File: config.mk
export PLATFORM = sky130hd
export DESIGN_NAME = resample_interp
export DESIGN_NICKNAME = d
export VERILOG_FILES = /design/src/rtl/resample_interp.sv
export SDC_FILE = /design/constraint.sdc
export NUM_CORES = 1
export LEC_CHECK = 0
export ABC_AREA = 0
export CAP_MARGIN = 30
export CORE_MARGIN = 5
export CORE_UTILIZATION = 45
export DETAILED_ROUTE_END_ITERATION = 10
export PLACE_DENSITY = 0.74
export SLEW_MARGIN = 5
export SYNTH_ARGS = -nofsm -noshare
export SYNTH_HDL_FRONTEND = slang
export SYNTH_SLANG_ARGS = --single-unit
File: constraint.sdc
create_clock -name clk_in -period 6.5 [get_ports clk_in]
set_clock_uncertainty 0.2 [all_clocks]
set_input_delay 1.3 -clock clk_in [delete_from_list [all_inputs] [get_ports clk_in]]
set_output_delay 1.3 -clock clk_in [all_outputs]
set_load 0.02 [all_outputs]
File: src/rtl/resample_interp.sv
// -----------------------------------------------------------------------------
// resample_interp
//
// Streaming rational-rate downsampler. A phase accumulator decides which
// input samples produce an output; each emitted sample is either linearly
// interpolated between the previous and current input (RESAMPLE_INTERP_EN
// defined) or a zero-order hold of the current input (RESAMPLE_INTERP_EN
// undefined, the default build, which contains no multipliers).
//
// Configuration macro:
//   RESAMPLE_INTERP_EN  defined   -> linear interpolation with fraction mu
//                       undefined -> zero-order hold (output = current input)
//
// Pipeline (all stages advance together on en):
//   stage 1: phase decision, fraction mu, capture current/previous sample
//   stage 2: per-lane (x_cur - x_prev) * mu
//   stage 3: per-lane add, output register
//
// Ports:
//   clk_in                  sole clock, rising edge
//   rst_in                  synchronous active-high reset
//   signal_axis_tvalid      input stream valid
//   signal_axis_tdata       input lanes, lane 0 in the LSBs
//   signal_axis_tready      input ready (= pipeline enable)
//   downsample_axis_tready  output stream ready
//   downsample_axis_tvalid  output stream valid
//   downsample_axis_tdata   output lanes, lane 0 in the LSBs
// -----------------------------------------------------------------------------
module resample_interp #(
  parameter int SAMPLE_RATE_IN  = 122_880,
  parameter int SAMPLE_RATE_OUT = 20_000,
  parameter int NUM_CHANNELS    = 2,
  parameter int CHANNEL_WIDTH   = 16,
  parameter int FRAC_BITS       = 12
) (
  input  logic                                   clk_in,
  input  logic                                   rst_in,
  input  logic                                   signal_axis_tvalid,
  input  logic [NUM_CHANNELS*CHANNEL_WIDTH-1:0]  signal_axis_tdata,
  output logic                                   signal_axis_tready,
  input  logic                                   downsample_axis_tready,
  output logic                                   downsample_axis_tvalid,
  output logic [NUM_CHANNELS*CHANNEL_WIDTH-1:0]  downsample_axis_tdata
);

  localparam int C_W    = $clog2(SAMPLE_RATE_IN) + 1;
  localparam int DATA_W = NUM_CHANNELS * CHANNEL_WIDTH;

  if (SAMPLE_RATE_OUT <= 0 || SAMPLE_RATE_OUT > SAMPLE_RATE_IN || FRAC_BITS < 1) begin : g_bad_config
    $error("resample_interp: requires 0 < SAMPLE_RATE_OUT <= SAMPLE_RATE_IN and FRAC_BITS >= 1");
  end

  // ---------------------------------------------------------------------------
  // Handshake and phase accumulator
  // ---------------------------------------------------------------------------
  logic           en;
  logic           accept;
  logic           emit;
  logic [C_W-1:0] c_sum;
  logic [C_W-1:0] c_q, c_d;

  logic s1_valid_q, s1_valid_d;
  logic s2_valid_q, s2_valid_d;
  logic out_valid_q, out_valid_d;

  logic [DATA_W-1:0] out_data_q, out_data_d;

  logic signed [CHANNEL_WIDTH-1:0] s1_cur_q [NUM_CHANNELS];
  logic signed [CHANNEL_WIDTH-1:0] s1_cur_d [NUM_CHANNELS];

  // The whole pipeline moves as one: it advances whenever the output
  // register is empty or being drained this cycle.
  assign en                     = ~out_valid_q | downsample_axis_tready;
  assign signal_axis_tready     = en;
  assign downsample_axis_tvalid = out_valid_q;
  assign downsample_axis_tdata  = out_data_q;

  // NOTE: every always_comb output gets a default before any branch, so no
  // path leaves a signal unassigned and no latch is inferred.
  always_comb begin
    accept = signal_axis_tvalid & en;
    c_sum  = c_q + C_W'(SAMPLE_RATE_OUT);
    emit   = (c_sum >= C_W'(SAMPLE_RATE_IN));
    c_d    = c_q;
    if (accept) begin
      c_d = emit ? (c_sum - C_W'(SAMPLE_RATE_IN)) : c_sum;
    end
  end

  // Valid bits: a non-emitting or missing input becomes a bubble.
  always_comb begin
    s1_valid_d  = s1_valid_q;
    s2_valid_d  = s2_valid_q;
    out_valid_d = out_valid_q;
    if (en) begin
      s1_valid_d  = accept & emit;
      s2_valid_d  = s1_valid_q;
      out_valid_d = s2_valid_q;
    end
  end

  always_comb begin
    for (int i = 0; i < NUM_CHANNELS; i++) begin
      s1_cur_d[i] = s1_cur_q[i];
      if (en) begin
        s1_cur_d[i] = $signed(signal_axis_tdata[i*CHANNEL_WIDTH +: CHANNEL_WIDTH]);
      end
    end
  end

`ifdef RESAMPLE_INTERP_EN
  // ---------------------------------------------------------------------------
  // Linear interpolation datapath
  // ---------------------------------------------------------------------------
  // mu = (IN - c_before) * floor(2^(FRAC_BITS+16) / OUT) >> 16, clamped to 1.0
  localparam longint unsigned MU_SCALE = (64'd1 << (FRAC_BITS + 16)) / 64'(SAMPLE_RATE_OUT);
  localparam int MS_W = FRAC_BITS + 17;
  localparam int MP_W = C_W + MS_W;
  localparam int MU_W = FRAC_BITS + 1;
  // Difference is CHANNEL_WIDTH+1 signed, mu is MU_W unsigned (+1 sign bit).
  localparam int PR_W = CHANNEL_WIDTH + FRAC_BITS + 3;
  localparam logic [MU_W-1:0] MU_ONE = {1'b1, {FRAC_BITS{1'b0}}};

  logic [C_W-1:0]  dist;
  logic [MP_W-1:0] mu_full;
  logic [MU_W-1:0] s1_mu_q, s1_mu_d;

  logic prev_valid_q, prev_valid_d;

  logic signed [CHANNEL_WIDTH-1:0] x_prev_q  [NUM_CHANNELS];
  logic signed [CHANNEL_WIDTH-1:0] x_prev_d  [NUM_CHANNELS];
  logic signed [CHANNEL_WIDTH-1:0] s1_prev_q [NUM_CHANNELS];
  logic signed [CHANNEL_WIDTH-1:0] s1_prev_d [NUM_CHANNELS];
  logic signed [CHANNEL_WIDTH-1:0] s2_prev_q [NUM_CHANNELS];
  logic signed [CHANNEL_WIDTH-1:0] s2_prev_d [NUM_CHANNELS];
  logic signed [PR_W-1:0]          s2_prod_q [NUM_CHANNELS];
  logic signed [PR_W-1:0]          s2_prod_d [NUM_CHANNELS];

  // Stage 1: fraction and previous-sample tracking.
  always_comb begin
    dist         = C_W'(SAMPLE_RATE_IN) - c_q;
    mu_full      = (MP_W'(dist) * MP_W'(MU_SCALE)) >> 16;
    s1_mu_d      = s1_mu_q;
    prev_valid_d = prev_valid_q | accept;
    if (en) begin
      // Without a previous sample the output must equal the current sample.
      if (!prev_valid_q || (mu_full > MP_W'(MU_ONE))) begin
        s1_mu_d = MU_ONE;
      end else begin
        s1_mu_d = mu_full[MU_W-1:0];
      end
    end
    for (int i = 0; i < NUM_CHANNELS; i++) begin
      x_prev_d[i]  = x_prev_q[i];
      s1_prev_d[i] = s1_prev_q[i];
      if (en) begin
        s1_prev_d[i] = x_prev_q[i];
      end
      // x_prev follows every accepted input, emitting or not.
      if (accept) begin
        x_prev_d[i] = $signed(signal_axis_tdata[i*CHANNEL_WIDTH +: CHANNEL_WIDTH]);
      end
    end
  end

  // Stage 2: scaled difference.
  always_comb begin
    for (int i = 0; i < NUM_CHANNELS; i++) begin
      s2_prev_d[i] = s2_prev_q[i];
      s2_prod_d[i] = s2_prod_q[i];
      if (en) begin
        s2_prev_d[i] = s1_prev_q[i];
        s2_prod_d[i] = (PR_W'(s1_cur_q[i]) - PR_W'(s1_prev_q[i]))
                     * PR_W'($signed({1'b0, s1_mu_q}));
      end
    end
  end

  // Stage 3: x_prev + floor(diff*mu / 2^FRAC_BITS); result always fits a lane.
  always_comb begin
    out_data_d = out_data_q;
    if (en && s2_valid_q) begin
      for (int i = 0; i < NUM_CHANNELS; i++) begin
        out_data_d[i*CHANNEL_WIDTH +: CHANNEL_WIDTH] =
          CHANNEL_WIDTH'(PR_W'(s2_prev_q[i]) + (s2_prod_q[i] >>> FRAC_BITS));
      end
    end
  end

  always_ff @(posedge clk_in) begin
    if (rst_in) begin
      prev_valid_q <= 1'b0;
      x_prev_q     <= '{default: '0};
    end else begin
      prev_valid_q <= prev_valid_d;
      x_prev_q     <= x_prev_d;
    end
  end

  always_ff @(posedge clk_in) begin
    s1_mu_q   <= s1_mu_d;
    s1_prev_q <= s1_prev_d;
    s2_prev_q <= s2_prev_d;
    s2_prod_q <= s2_prod_d;
  end

`else
  // ---------------------------------------------------------------------------
  // Zero-order hold datapath: same stage count, no arithmetic.
  // ---------------------------------------------------------------------------
  logic signed [CHANNEL_WIDTH-1:0] s2_cur_q [NUM_CHANNELS];
  logic signed [CHANNEL_WIDTH-1:0] s2_cur_d [NUM_CHANNELS];

  always_comb begin
    for (int i = 0; i < NUM_CHANNELS; i++) begin
      s2_cur_d[i] = s2_cur_q[i];
      if (en) begin
        s2_cur_d[i] = s1_cur_q[i];
      end
    end
  end

  always_comb begin
    out_data_d = out_data_q;
    if (en && s2_valid_q) begin
      for (int i = 0; i < NUM_CHANNELS; i++) begin
        out_data_d[i*CHANNEL_WIDTH +: CHANNEL_WIDTH] = s2_cur_q[i];
      end
    end
  end

  always_ff @(posedge clk_in) begin
    s2_cur_q <= s2_cur_d;
  end
`endif

  // ---------------------------------------------------------------------------
  // Control state and output register
  // ---------------------------------------------------------------------------
  // NOTE: state uses non-blocking assignments so every flop samples the
  // pre-edge value of its inputs regardless of statement order.
  always_ff @(posedge clk_in) begin
    if (rst_in) begin
      c_q         <= '0;
      s1_valid_q  <= 1'b0;
      s2_valid_q  <= 1'b0;
      out_valid_q <= 1'b0;
      out_data_q  <= '0;
    end else begin
      c_q         <= c_d;
      s1_valid_q  <= s1_valid_d;
      s2_valid_q  <= s2_valid_d;
      out_valid_q <= out_valid_d;
      out_data_q  <= out_data_d;
    end
  end

  // NOTE: intermediate stage data is not reset; it is only ever consumed
  // under its stage valid bit, which is reset.
  always_ff @(posedge clk_in) begin
    s1_cur_q <= s1_cur_d;
  end

endmodule

# After elaboration in Yosys (flattened, before gate mapping)
# Cells that the tools add are included.
# op_classes
bitwise	4
magnitude_cmp	1
n_reduce_logical	1
n_mux	1
addsub	2
# ops
op	count
$add 18x15->18 const B	1
$ge 18x17->1 const B	1
$mux 18	1
$sub 18x17->18 const B	1
$and 1x1->1	2
$logic_and 1x1->1	1
$not 1->1	1
$or 1x1->1	1
# totals
input_bits	36
word_cells	18
register_bits	117

# Longest topological paths before layout
# logic_depth
word_depth	4
depth_mapped	14

# Worst setup path before layout
# Ideal clock, no wire load.
# synth_timing
path_type	input-to-output
from	input port downsample_axis_tready
to	output port signal_axis_tready
path_stages	2
setup_slack_ps	1558
t_required_ps	5000
t_arrival_ps	3442
cell_sequence	nand2b_1 -> clkbuf_1
# synth_via
elab_chain_cells	1
# synth_rtl
element	line	rtl
start: declaration	41	input logic downsample_axis_tready,
$or 1x1->1	73	assign en = ~out_valid_q | downsample_axis_tready;
end: declaration	40	output logic signal_axis_tready,
# No other way between the ends.

# Worst setup path in the final report
# Ends and elaborated chain as after synthesis.

==> impl_metrics.yaml <==
setup_path:
  slowest_stage: "clkdlybuf4s50_1"
  critPathMaxStageDelay_ns: 0.66
  critPathLaunchType: "input pin"
  cp_common_cell: "clkdlybuf4s50_1"
  crit_chain: "clkdlybuf4s50_1 -> nand2b_4 -> clkdlybuf4s50_1"
  end_kind: "primary output"
  arrival_ns: 2.54
  required_ns: 5.00
  critPathBufInv: 2
  cp_max_fo: 2
  crit_type: "input pin to primary output"
  path_depth: 3
  r2r_cells: 13
  crit_family: "buffers and inverters"
floorplanning:
  die_height_um: 106
  die-area_um2: 11100
  num_io_pins: 70
  rows: 34
  core-area_um2: 8810
  start_util_pct: 46.7
  die_w_um: 106
global_route:
  grt_pass1_wl_mm: 12.4
  grt_max_degree: 72
  gr-total-overflow: 0
  antenna_found_initial: 0
  grt_usage_pct: 13.9
  first_global_vias: 2472
logic_synthesis:
  synth_top_area_share_pct: 46.8
  syn_nets: 384
  synthFlopType: "edfxtp_1"
  ys_types: 46
  netlist_area_um2: 4110
  synth_area_leader_cell: "edfxtp_1"
  yosys-top-cells-count: "nand2_1 (78), edfxtp_1 (64), dfxtp_1 (48), a21oi_1 (41), nor2_1 (19)"
  synth_most_common_cell: "nand2_1"
  synth-async-reset-ratio_pct: 0
  yosysSeqAreaShare_pct: 70.2
  yosysWarnings: 0
  synth_edf_count: 64
  synthTopCellsByArea: "edfxtp_1 (47%), dfxtp_1 (23%), nand2_1 (7.1%)"
  syn_inst: 345
  ys_ff_latch: 112
  syn_avg_cell_area_um2: 11.9
sta:
  max_freq_mhz: 248
  rsz0062_at_grt: "false"
  final-setup-viol-count: 0
  setup_slack_ns: 2.46
  drv_slew: 0
  hold_viol: 0
  setup_tns_ns: 0
  max_slew_margin_pct: 39.8
  timing.hold.ws_ns: 0.227
  tightest_slew_ns: 0.903
  finalCriticalPeriod_ns: 4.04
  period_share_pct: 62.1
placement:
  dp_hpwl_mm: 5.14
  place.gp.congestion: 0.851
  portBuffers: 69
  dp_cells: 503
  place_ws_ns: 2.32
power:
  p_clk_share_pct: 30.2
  power_density_nw_per_um2: 245
  swShare_pct: 22.7
  leakage_nw: 1.74
  internal-power_mw: 0.962
  vdd.ir_drop.worst_v: 0.000138
  seqPwrFrac_pct: 64.0
  netSwitchingPower_mw: 0.283
  power_mw: 1.25
  p_comb_share_pct: 5.8
clock_tree:
  cts_buffers: 9
  clock_sinks: 112
  cts_tree: "built"
  cts-resized-gates: 0
  htree_num_levels: 3
  post_cts_buffers: 0
  clock_path_buffers: 2
  hold_buffers: 0
  clock_tree.root_cell: "clkbuf_8"
  clock_latency_ns: 0.36
  clk_pin_slew_ns: 0.09
drt:
  ant_nets: 0
  dr.pass1.iters: 5
  wl_per_cell_um: 14.6
  vias: 2648
  routed_wl_mm: 7.60
  remaining_drc_errors: 0
  viasPerCell: 5.09
  drt_iter0_drc: 133
final_layout:
  fin_cells: 520
  layout.area.seq_um2: 2880
  drive_above_1_share_pct: 6.55
  n_antenna_cell: 0
  fin_nets: 446
  multi_input_area_um2: 1130
  nFillCells: 719
  area.growth.synth_to_final_pct: 23.5
flow_run:
  maxCapViolCount: 0
hold_path:
  hold_depth: 0
  worstHoldPathType: "register to register"
status:
  status: "completed"
area by class of cell:
type                            instances  area share, %
Inverter                                4          0.296
Timing Repair Buffer                   72           14.4
Clock inverter                          6           1.09
Clock buffer                           10           2.52
Sequential cell                       112           56.8
Tap cell                              108           2.66
Multi-Input combinational cell        208           22.3
worst paths after layout:
kind,from,end,slack [ns]
setup reg to reg,c_q[5],c_q[15],2.76
hold reg to reg,s1_cur_q[12],s2_cur_q[12],0.23
hold / removal,s1_cur_q[12],s2_cur_q[12],0.23
setup / recovery,downsample_axis_tready,signal_axis_tready,2.46
cell usage in the layout (no fill, tap or decap), types with 3 or more instances in the layout:
cell	count
xnor2_1	6
nand2_1	78
nor4_1	4
a211oi_1	3
nor2_1	18
and2_1	3
and3_1	3
a21oi_1	41
o21ai_0	7
clkbuf_8	9
nand3_1	3
dfxtp_1	48
xor2_1	3
inv_1	4
nand4_1	3
clkdlybuf4s50_1	68
edfxtp_1	64
ha_1	3
worst register-to-register path, cell delays in order (launching register included):
cell,delay [ns]
dfxtp_1,0.49
ha_1,0.31
nand3_1,0.22
a2111oi_2,0.37
nor4_2,0.13
nor2_1,0.15
ha_1,0.16
nand3_1,0.08
or4_1,0.42
o31a_1,0.14
o221ai_2,0.28
maj3_1,0.23
o221ai_1,0.12
mux2_1,0.34
registers in the layout (all words and copies together) (netlist names):
name                    flops
c_q                        13
downsample_axis_tdata      32
s2_valid_q                  1
s2_cur_q                   32
s1_valid_q                  1
downsample_axis_tvalid      1
s1_cur_q                   32
kinds of logic after synthesis:
group / synth area share [%]
AO/OA/AOI/OAI: 8.65
XOR/XNOR: 1.92
adder cells (fa/ha/maj): 1.16
buffers and inverters: 2.59
flip-flops: 70.2
multiplexers: 0.792
AND/OR/NAND/NOR: 14.7
routing by layer:
layer / global-route usage, % / part of all wire [%] / vias to the layer above
met4: 3.89 / 0.67 / 0
met2: 22.4 / 50 / 59
li1: - / - / 1340
met1: 17.7 / 43 / 1244
met5: 0 / 0 / -
met3: 5.38 / 6.9 / 5
through the flow:
stage / util [%] / area [um^2]
6_report: 57.6 / 5070
2_1_floorplan: - / 4110
5_1_grt: 57.6 / 5070
3_5_place_dp: 55.2 / 4860
3_3_place_gp: 55.2 / 4860
4_1_cts: 57.3 / 5050
power by group through the flow:
stage / clock (mW) / combinational (mW) / sequential [mW]
final: 0.376 / 0.0722 / 0.797
after global routing: 0.418 / 0.0798 / 0.801
after CTS: 0.389 / 0.0722 / 0.797
after detailed placement: 0 / 0.0717 / 0.813
after global placement: 0 / 0.0696 / 0.811
after floorplan: 0 / 0.0513 / 0.802
(Power assumes the default switching activity.)
